==> config.mk <==
export PLATFORM = sky130hd
export DESIGN_NAME = uart_dev_flat
export DESIGN_NICKNAME = d
export VERILOG_FILES = /design/src/rtl/uart_pkg.sv /design/src/rtl/uart_dev_if.sv /design/src/rtl/uart_tx_fifo.sv /design/src/rtl/uart_dev.sv /design/src/flat_wrapper.sv
export SDC_FILE = /design/constraint.sdc
export NUM_CORES = 1
export LEC_CHECK = 0
export CAP_MARGIN = 30
export CORE_ASPECT_RATIO = 1.75
export CORE_MARGIN = 5
export CORE_UTILIZATION = 64
export DETAILED_ROUTE_END_ITERATION = 8
export DONT_BUFFER_PORTS = 1
export GPL_ROUTABILITY_DRIVEN = 0
export GPL_TIMING_DRIVEN = 0
export PLACE_DENSITY = 0.8
export SETUP_SLACK_MARGIN = 0.15
export SLEW_MARGIN = 30
export SYNTH_ARGS = -nofsm -noshare
export SYNTH_HDL_FRONTEND = slang
export SYNTH_SLANG_ARGS = --single-unit
==> constraint.sdc <==
create_clock -name clk -period 3.5 [get_ports clk]
set_input_delay 0.175 -clock clk [delete_from_list [all_inputs] [get_ports clk]]
set_output_delay 0.175 -clock clk [all_outputs]
set_load 0.05 [all_outputs]
==> src/rtl/uart_pkg.sv <==
// Shared definitions for the UART peripheral: register map, STATUS bit positions, FSM encodings.
// No logic; imported by the UART RTL and its bench.
package uart_pkg;

  localparam logic [1:0] REG_DATA   = 2'd0;
  localparam logic [1:0] REG_STATUS = 2'd1;
  localparam logic [1:0] REG_CTRL   = 2'd2;
  localparam logic [1:0] REG_DIV    = 2'd3;

  localparam int ST_TX_FULL      = 0;
  localparam int ST_TX_EMPTY     = 1;
  localparam int ST_RX_VALID     = 2;
  localparam int ST_RX_OVERRUN   = 3;
  localparam int ST_RX_FRAME_ERR = 4;
  localparam int ST_TX_DROP      = 5;

  typedef enum logic [1:0] {TX_IDLE, TX_START, TX_DATA, TX_STOP} tx_state_t;
  typedef enum logic [1:0] {RX_IDLE, RX_START, RX_DATA, RX_STOP} rx_state_t;

  // A programmed divisor of zero runs at one clock per bit.
  function automatic logic [15:0] eff_div(input logic [15:0] d);
    return (d == 16'd0) ? 16'd1 : d;
  endfunction

endpackage

==> src/rtl/uart_dev_if.sv <==
// Bridge device-bus port of the UART: address/strobes/write data in, read data and IRQ out.
// Read data is combinational; there is no backpressure on this bus.
interface uart_dev_if;
  logic [29:0] Addr;
  logic        WE;
  logic        RE;
  logic [31:0] Din;
  logic [31:0] Dout;
  logic        IRQ;

  modport master (output Addr, WE, RE, Din, input Dout, IRQ);
  modport slave  (input Addr, WE, RE, Din, output Dout, IRQ);
endinterface

==> src/rtl/uart_tx_fifo.sv <==
// Generic synchronous FIFO; head is visible combinationally, push/pop take effect on the clock edge.
// Push when full is dropped even if a pop coincides; pop when empty is ignored.
module uart_tx_fifo #(
  parameter int DEPTH = 4,
  parameter int WIDTH = 8
) (
  input  logic             clk,
  input  logic             reset,
  input  logic             push,
  input  logic [WIDTH-1:0] din,
  input  logic             pop,
  output logic             full,
  output logic             empty,
  output logic [WIDTH-1:0] head
);
  localparam int AW = $clog2(DEPTH);

  logic [WIDTH-1:0] mem [DEPTH];
  logic [AW:0]      wr_ptr;
  logic [AW:0]      rd_ptr;

  // Extra wrap bit distinguishes full from empty when the index bits match.
  assign empty = (wr_ptr == rd_ptr);
  assign full  = (wr_ptr[AW] != rd_ptr[AW]) && (wr_ptr[AW-1:0] == rd_ptr[AW-1:0]);
  assign head  = mem[rd_ptr[AW-1:0]];

  always_ff @(posedge clk) begin
    if (reset) begin
      wr_ptr <= '0;
      rd_ptr <= '0;
    end else begin
      if (push && !full) wr_ptr <= wr_ptr + 1'b1;
      if (pop && !empty) rd_ptr <= rd_ptr + 1'b1;
    end
  end

  always_ff @(posedge clk) begin
    if (!reset && push && !full) mem[wr_ptr[AW-1:0]] <= din;
  end
endmodule

==> src/rtl/uart_dev.sv <==
// Memory-mapped 8N1 UART: TX FIFO feeding a serialiser, single-byte RX holding register, level IRQ.
// Register reads are combinational; TX bytes written while the FIFO is full are dropped and flagged.
module uart_dev
  import uart_pkg::*;
#(
  parameter int          TX_DEPTH = 4,
  parameter logic [15:0] DIV_RST  = 16'd868
) (
  input  logic       clk,
  input  logic       reset,
  uart_dev_if.slave  bus,
  output logic       tx,
  input  logic       rx
);
  logic [1:0]  ctrl;
  logic [15:0] div;
  logic [15:0] div_eff;
  logic [7:0]  rx_data;
  logic        rx_valid, rx_overrun, rx_frame_err, tx_drop;
  logic [5:0]  status;

  logic wr_data, wr_status, wr_ctrl, wr_div, rx_pop;
  assign wr_data   = bus.WE && (bus.Addr[1:0] == REG_DATA);
  assign wr_status = bus.WE && (bus.Addr[1:0] == REG_STATUS);
  assign wr_ctrl   = bus.WE && (bus.Addr[1:0] == REG_CTRL);
  assign wr_div    = bus.WE && (bus.Addr[1:0] == REG_DIV);
  assign rx_pop    = bus.RE && (bus.Addr[1:0] == REG_DATA) && rx_valid;
  assign div_eff   = eff_div(div);

  logic unused_bus;
  assign unused_bus = ^{bus.Addr[29:2], bus.Din[31:16]};

  logic       fifo_pop, fifo_full, fifo_empty;
  logic [7:0] fifo_head;

  uart_tx_fifo #(.DEPTH(TX_DEPTH), .WIDTH(8)) u_tx_fifo (
    .clk   (clk),
    .reset (reset),
    .push  (wr_data),
    .din   (bus.Din[7:0]),
    .pop   (fifo_pop),
    .full  (fifo_full),
    .empty (fifo_empty),
    .head  (fifo_head)
  );

  tx_state_t   tx_state, tx_state_n;
  logic [15:0] tx_cnt, tx_cnt_n;
  logic [2:0]  tx_idx, tx_idx_n;
  logic [7:0]  tx_shift, tx_shift_n;
  logic        tx_n, tx_empty;

  assign tx_empty = fifo_empty && (tx_state == TX_IDLE);

  always_ff @(posedge clk) begin
    if (reset) begin
      tx_state <= TX_IDLE;
      tx_cnt   <= '0;
      tx_idx   <= '0;
      tx_shift <= '0;
      tx       <= 1'b1;
    end else begin
      tx_state <= tx_state_n;
      tx_cnt   <= tx_cnt_n;
      tx_idx   <= tx_idx_n;
      tx_shift <= tx_shift_n;
      tx       <= tx_n;
    end
  end

  // tx is registered from the next state so the line changes on the same edge as the FSM.
  always_comb begin
    tx_state_n = tx_state;
    tx_cnt_n   = tx_cnt;
    tx_idx_n   = tx_idx;
    tx_shift_n = tx_shift;
    tx_n       = tx;
    fifo_pop   = 1'b0;
    case (tx_state)
      TX_IDLE: begin
        tx_n = 1'b1;
        if (!fifo_empty) begin
          fifo_pop   = 1'b1;
          tx_shift_n = fifo_head;
          tx_cnt_n   = div_eff - 16'd1;
          tx_state_n = TX_START;
          tx_n       = 1'b0;
        end
      end
      TX_START: begin
        if (tx_cnt != 16'd0) tx_cnt_n = tx_cnt - 16'd1;
        else begin
          tx_state_n = TX_DATA;
          tx_idx_n   = 3'd0;
          tx_cnt_n   = div_eff - 16'd1;
          tx_n       = tx_shift[0];
        end
      end
      TX_DATA: begin
        if (tx_cnt != 16'd0) tx_cnt_n = tx_cnt - 16'd1;
        else begin
          tx_cnt_n = div_eff - 16'd1;
          if (tx_idx == 3'd7) begin
            tx_state_n = TX_STOP;
            tx_n       = 1'b1;
          end else begin
            tx_idx_n   = tx_idx + 3'd1;
            tx_shift_n = {1'b0, tx_shift[7:1]};
            tx_n       = tx_shift[1];
          end
        end
      end
      TX_STOP: begin
        if (tx_cnt != 16'd0) tx_cnt_n = tx_cnt - 16'd1;
        else if (!fifo_empty) begin
          fifo_pop   = 1'b1;
          tx_shift_n = fifo_head;
          tx_cnt_n   = div_eff - 16'd1;
          tx_state_n = TX_START;
          tx_n       = 1'b0;
        end else begin
          tx_state_n = TX_IDLE;
          tx_n       = 1'b1;
        end
      end
      default: begin
        tx_state_n = TX_IDLE;
        tx_n       = 1'b1;
      end
    endcase
  end

  rx_state_t   rx_state, rx_state_n;
  logic [15:0] rx_cnt, rx_cnt_n, rx_half;
  logic [2:0]  rx_idx, rx_idx_n;
  logic [7:0]  rx_shift, rx_shift_n;
  logic        rx_s1, rx_s2, rx_done_ok, rx_done_bad, rx_load;

  assign rx_half = {1'b0, div_eff[15:1]};
  assign rx_load = rx_done_ok && (!rx_valid || rx_pop);

  always_ff @(posedge clk) begin
    if (reset) begin
      rx_s1    <= 1'b1;
      rx_s2    <= 1'b1;
      rx_state <= RX_IDLE;
      rx_cnt   <= '0;
      rx_idx   <= '0;
      rx_shift <= '0;
    end else begin
      rx_s1    <= rx;
      rx_s2    <= rx_s1;
      rx_state <= rx_state_n;
      rx_cnt   <= rx_cnt_n;
      rx_idx   <= rx_idx_n;
      rx_shift <= rx_shift_n;
    end
  end

  // Half-bit wait after the falling edge rejects glitches and centres later samples mid-bit.
  always_comb begin
    rx_state_n  = rx_state;
    rx_cnt_n    = rx_cnt;
    rx_idx_n    = rx_idx;
    rx_shift_n  = rx_shift;
    rx_done_ok  = 1'b0;
    rx_done_bad = 1'b0;
    case (rx_state)
      RX_IDLE: begin
        if (!rx_s2) begin
          rx_state_n = RX_START;
          rx_cnt_n   = (rx_half == 16'd0) ? 16'd0 : rx_half - 16'd1;
        end
      end
      RX_START: begin
        if (rx_cnt != 16'd0) rx_cnt_n = rx_cnt - 16'd1;
        else if (!rx_s2) begin
          rx_state_n = RX_DATA;
          rx_idx_n   = 3'd0;
          rx_cnt_n   = div_eff - 16'd1;
        end else rx_state_n = RX_IDLE;
      end
      RX_DATA: begin
        if (rx_cnt != 16'd0) rx_cnt_n = rx_cnt - 16'd1;
        else begin
          rx_shift_n = {rx_s2, rx_shift[7:1]};
          rx_cnt_n   = div_eff - 16'd1;
          if (rx_idx == 3'd7) rx_state_n = RX_STOP;
          else rx_idx_n = rx_idx + 3'd1;
        end
      end
      RX_STOP: begin
        if (rx_cnt != 16'd0) rx_cnt_n = rx_cnt - 16'd1;
        else begin
          rx_state_n  = RX_IDLE;
          rx_done_ok  = rx_s2;
          rx_done_bad = !rx_s2;
        end
      end
      default: rx_state_n = RX_IDLE;
    endcase
  end

  // Flag sets take priority over a coincident STATUS-write clear.
  always_ff @(posedge clk) begin
    if (reset) begin
      ctrl         <= 2'b00;
      div          <= DIV_RST;
      rx_data      <= 8'd0;
      rx_valid     <= 1'b0;
      rx_overrun   <= 1'b0;
      rx_frame_err <= 1'b0;
      tx_drop      <= 1'b0;
    end else begin
      if (wr_ctrl) ctrl <= bus.Din[1:0];
      if (wr_div)  div  <= bus.Din[15:0];
      if (rx_load) rx_data <= rx_shift;
      if (rx_load) rx_valid <= 1'b1;
      else if (rx_pop) rx_valid <= 1'b0;
      if (wr_status) begin
        rx_overrun   <= 1'b0;
        rx_frame_err <= 1'b0;
        tx_drop      <= 1'b0;
      end
      if (rx_done_ok && rx_valid && !rx_pop) rx_overrun <= 1'b1;
      if (rx_done_bad) rx_frame_err <= 1'b1;
      if (wr_data && fifo_full) tx_drop <= 1'b1;
    end
  end

  always_comb begin
    status                  = '0;
    status[ST_TX_FULL]      = fifo_full;
    status[ST_TX_EMPTY]     = tx_empty;
    status[ST_RX_VALID]     = rx_valid;
    status[ST_RX_OVERRUN]   = rx_overrun;
    status[ST_RX_FRAME_ERR] = rx_frame_err;
    status[ST_TX_DROP]      = tx_drop;
  end

  always_comb begin
    bus.Dout = 32'd0;
    case (bus.Addr[1:0])
      REG_DATA:   bus.Dout = {24'd0, rx_data};
      REG_STATUS: bus.Dout = {26'd0, status};
      REG_CTRL:   bus.Dout = {30'd0, ctrl};
      default:    bus.Dout = {16'd0, div};
    endcase
  end

  assign bus.IRQ = (ctrl[0] && tx_empty) || (ctrl[1] && rx_valid);
endmodule

==> src/flat_wrapper.sv <==
// flat-port wrapper written by rule: the top's interface ports become plain ports
module uart_dev_flat import uart_pkg::*;
#(
  parameter int          TX_DEPTH = 4,
  parameter logic [15:0] DIV_RST  = 16'd868
)
  (clk, reset, tx, rx, bus_Addr, bus_WE, bus_RE, bus_Din, bus_Dout, bus_IRQ);
  uart_dev_if bus_i ();
  input  logic clk;
  input  logic reset;
  output logic tx;
  input  logic rx;
  input wire logic [$bits(bus_i.Addr)-1:0] bus_Addr;
  input wire logic [$bits(bus_i.WE)-1:0] bus_WE;
  input wire logic [$bits(bus_i.RE)-1:0] bus_RE;
  input wire logic [$bits(bus_i.Din)-1:0] bus_Din;
  output wire logic [$bits(bus_i.Dout)-1:0] bus_Dout;
  output wire logic [$bits(bus_i.IRQ)-1:0] bus_IRQ;
  assign bus_i.Addr = bus_Addr;
  assign bus_i.WE = bus_WE;
  assign bus_i.RE = bus_RE;
  assign bus_i.Din = bus_Din;
  assign bus_Dout = bus_i.Dout;
  assign bus_IRQ = bus_i.IRQ;
  uart_dev #(.TX_DEPTH(TX_DEPTH), .DIV_RST(DIV_RST)) u_core (.clk(clk), .reset(reset), .bus(bus_i), .tx(tx), .rx(rx));
endmodule
==> impl_metrics.json <==
{
  "synth_seq_area_share_pct": 37.9,
  "clk_latency_ps": 420,
  "ys_warn_count": 0,
  "htree_levels": 4,
  "cp_slowest_cell": "nor4_2",
  "grt_pass1_vias": 7361,
  "io_buffers": 0,
  "clockRootBuffer": "clkbuf_16",
  "wl_per_cell_um": 21.9,
  "antenna_found_initial": 0,
  "core_mm2": 0.0119,
  "cp.required_ps": 3780,
  "n_antenna_cell": 0,
  "fillCellCount": 842,
  "die_area_mm2": 0.0145,
  "drtIter0Drc": 948,
  "tightestPinTransition_ps": 793,
  "r2r_start": "u_core.div[6]",
  "cts_num_sinks": 131,
  "dp.final_hpwl_um": 16400,
  "vias": 7675,
  "p_leak_nw": 3.33,
  "power.total_mw": 7.07,
  "end_kind": "flop",
  "grt_max_degree": 17,
  "netlist_instances": 903,
  "fin_crit_sh_pct": 90.5,
  "syn_to_final_growth_pct": 13.1,
  "cts_setup_buffers": 0,
  "critical_path_arrival_ps": 3440,
  "maxSlewHeadroom_pct": 47.1,
  "fin_nets": 1048,
  "max_freq_mhz": 316,
  "io_pins": 101,
  "min_path_cells": 3,
  "start_util_pct": 65.1,
  "register_area_mm2": 0.00294,
  "drtAntennaViolNets": 0,
  "grt_pass1_wl_um": 37400,
  "start_kind": "flop",
  "clkSlewWorstSetupHoldPaths_ps": 60,
  "crit_fanout": 10,
  "worstRegToRegCells": 12,
  "synth_cell_types": 76,
  "numCtsBuffers": 17,
  "slew_viol_final": 0,
  "powerDensity_mw_per_mm2": 805,
  "postSynth.asyncResetShare_pct": 0,
  "min_period_ps": 3170,
  "r2r_setup_slack_ps": 330,
  "avgSynthCellArea_um2": 8.60,
  "routed_wl_um": 24200,
  "multiInputGateArea_mm2": 0.00444,
  "min_from": "bus_WE",
  "ys_ff_latch": 131,
  "die_h_um": 156,
  "r2r-end": "u_core.rx_cnt[14]",
  "fin_skew_ps": 10.9,
  "synth_edf_count": 32,
  "cts.path.max_buffers": 2,
  "grt_usage_pct": 33.0,
  "grt-ovfl-total": 0,
  "slowest_delay_ps": 490,
  "cts_tree": "built",
  "syn_area_mm2": 0.00777,
  "crit_chain": "clkbuf_2 > nor4_2 > a41o_1 > buf_2 > inv_1 > ha_1 > nor3b_2 > and4b_1 > nand2_1 > xnor2_1 > a211oi_1 > nor3_1",
  "via_per_inst": 6.95,
  "hold_path_class": "input port to flop",
  "critPathKind": "flop to flop",
  "max_cap_violations": 0,
  "rows": 53,
  "status": "complete, no violations",
  "setup_violations": 0,
  "finalHoldViolCount": 0,
  "die_x_um": 93.3,
  "tns_ps": 0,
  "dr.pass1.iters": 6,
  "irDropWorstVdd_uv": 635,
  "rsz0062_at_grt": "yes",
  "synthFlopType": "dfxtp_1",
  "hold_end": "u_core.div[0]",
  "route.detailed.drc": 0,
  "drive_gt1_share_pct": 10.2
}
critical path: cells and delay by family (launching register included):
family	cells	cell delay [ps]
DFF	1	300
xor gates and xnor gates	1	140
buffers and inverters	3	560
AOI/OAI and AO/OA	2	720
and+or+nand+nor	5	1110
adders and majority gates	1	200
placed cells by master, fill, tap and decap left out, types with 7 or more instances in the layout:
master	netlist	layout
edfxtp_1	32	32
a22o_1	7	7
nor4_1	15	12
mux2i_1	17	17
ha_1	26	26
nand3_1	28	28
dfxtp_1	99	99
nor3_1	22	22
or4_1	9	9
nand4_1	9	9
nor2_1	93	93
o21ai_0	31	31
and2_1	9	9
inv_1	22	22
xnor2_1	23	23
and3_1	15	15
a31oi_1	9	9
clkbuf_1	52	47
o31ai_1	10	10
nand3b_1	7	7
nand2b_1	7	7
a211oi_1	11	11
nand2_1	106	106
dlygate4sd3_1	0	18
a311oi_1	7	7
o22ai_1	12	12
o211ai_1	7	7
clkbuf_16	0	17
conb_1	1	16
mux4_2	10	10
a21oi_1	65	65
buf_4	16	16
xor2_1	20	20
sequential cells by signal (all words and copies together), names as in the netlist, 2 cells and up, named ones only:
name	count
u_core.rx_data	8
u_core.u_tx_fifo.wr_ptr	3
u_core.u_tx_fifo.rd_ptr	3
u_core.ctrl	2
u_core.div	16
u_core.rx_cnt	16
u_core.u_tx_fifo.mem	32
u_core.rx_shift	8
u_core.tx_idx	3
u_core.tx_shift	8
u_core.tx_state	2
u_core.tx_cnt	16
u_core.rx_idx	3
layout make-up:
class | instances | area share (%)
Timing Repair Buffer | 18 | 2.05
Buffer | 79 | 4.46
Tap cell | 137 | 1.95
Clock inverter | 15 | 1.67
Clock buffer | 17 | 4.84
Sequential cell | 131 | 33.5
Multi-Input combinational cell | 685 | 50.6
Inverter | 23 | 0.982
layer usage:
layer	wire, µm	global-route usage [%]	up-vias
li1	-	-	3378
met4	2070	26.3	0
met5	0	0	-
met2	11700	55.1	592
met3	2120	6.03	183
met1	8300	36.1	3522
through the flow:
| stage | hold slack (ps) | utilization (%) | instance area, µm² | worst slack, ps | instances |
|---|---|---|---|---|---|
| 2_1_floorplan | 274 | - | 7830 | 735 | 918 |
| 3_3_place_gp | 274 | 67.0 | 8000 | 219 | 1055 |
| 3_5_place_dp | 274 | 67.0 | 8000 | 98.0 | 1055 |
| 4_1_cts | 66.0 | 73.3 | 8750 | 172 | 1105 |
| 5_1_grt | 94.4 | 73.6 | 8790 | 157 | 1105 |
| 6_report | 82.4 | 73.6 | 8790 | 333 | 1105 |
repair_timing:
| item | in CTS | in global routing |
|---|---|---|
| hold endpoints to repair | 52 | 0 |
| endpoints found under the setup margin | 2 | 9 |
| gates resized for setup | 1 | 14 |
| hold buffers | 18 | 0 |
kinds of logic (layout without fill, tap and decap cells):
group	Yosys count	after routing	share of synthesized area, %
other cells	1	16	0.0483
simple gates	354	354	22.5
xor+xnor	43	43	4.85
compound gates	214	214	18.6
fa+ha+maj	26	26	4.19
flops	131	131	37.9
buf+inv	102	152	6.07
mux	32	32	5.81
how the worst max path moves through the flow:
| stage | start | to | slack (ps) |
|---|---|---|---|
| floorplan | u_core.div[4] | u_core.tx_cnt[12] | 740 |
| global placement | u_core.div[11] | u_core.rx_cnt[14] | 220 |
| detailed placement | u_core.div[6] | u_core.tx_cnt[12] | 100 |
| CTS | u_core.div[6] | u_core.tx_cnt[4] | 170 |
| global route | u_core.div[6] | u_core.tx_cnt[4] | 160 |
| finish | u_core.div[6] | u_core.rx_cnt[14] | 330 |
cells in the mapped netlist, drive strengths merged (4+ instances only):
library cell	instances	share of area, %
mux2i	17	2.2
a311oi	10	1.4
a31oi	10	0.89
nor4	17	1.5
and3	15	1.2
nor3	24	1.8
nor3b	7	0.74
o32ai	5	0.56
xor2	20	2.3
nor2	93	4.5
o22ai	12	0.97
dfxtp	99	26
a211oi	11	1.1
o31ai	10	0.97
or2	6	0.48
nor4b	4	0.45
a211o	6	0.68
mux4	10	2.9
buf	27	2.4
o21ai	31	2.0
nand3	28	1.8
edfxtp	32	12
nand4	9	0.72
or4	9	0.87
and2	9	0.72
nand2	106	5.1
nand3b	7	0.68
clkbuf	52	2.5
xnor2	23	2.6
ha	26	4.2
a21oi	66	4.4
inv	22	1.1
nor2b	4	0.32
o211ai	7	0.68
mux2	5	0.72
nand2b	7	0.56
a22o	7	0.79
power breakdown:
part,total (mW),internal (mW),switching [mW]
clock,1.76,0.999,0.757
combinational,3.36,1.20,2.16
sequential,1.96,1.73,0.225
No activity file was read; power rests on OpenSTA's default activity.
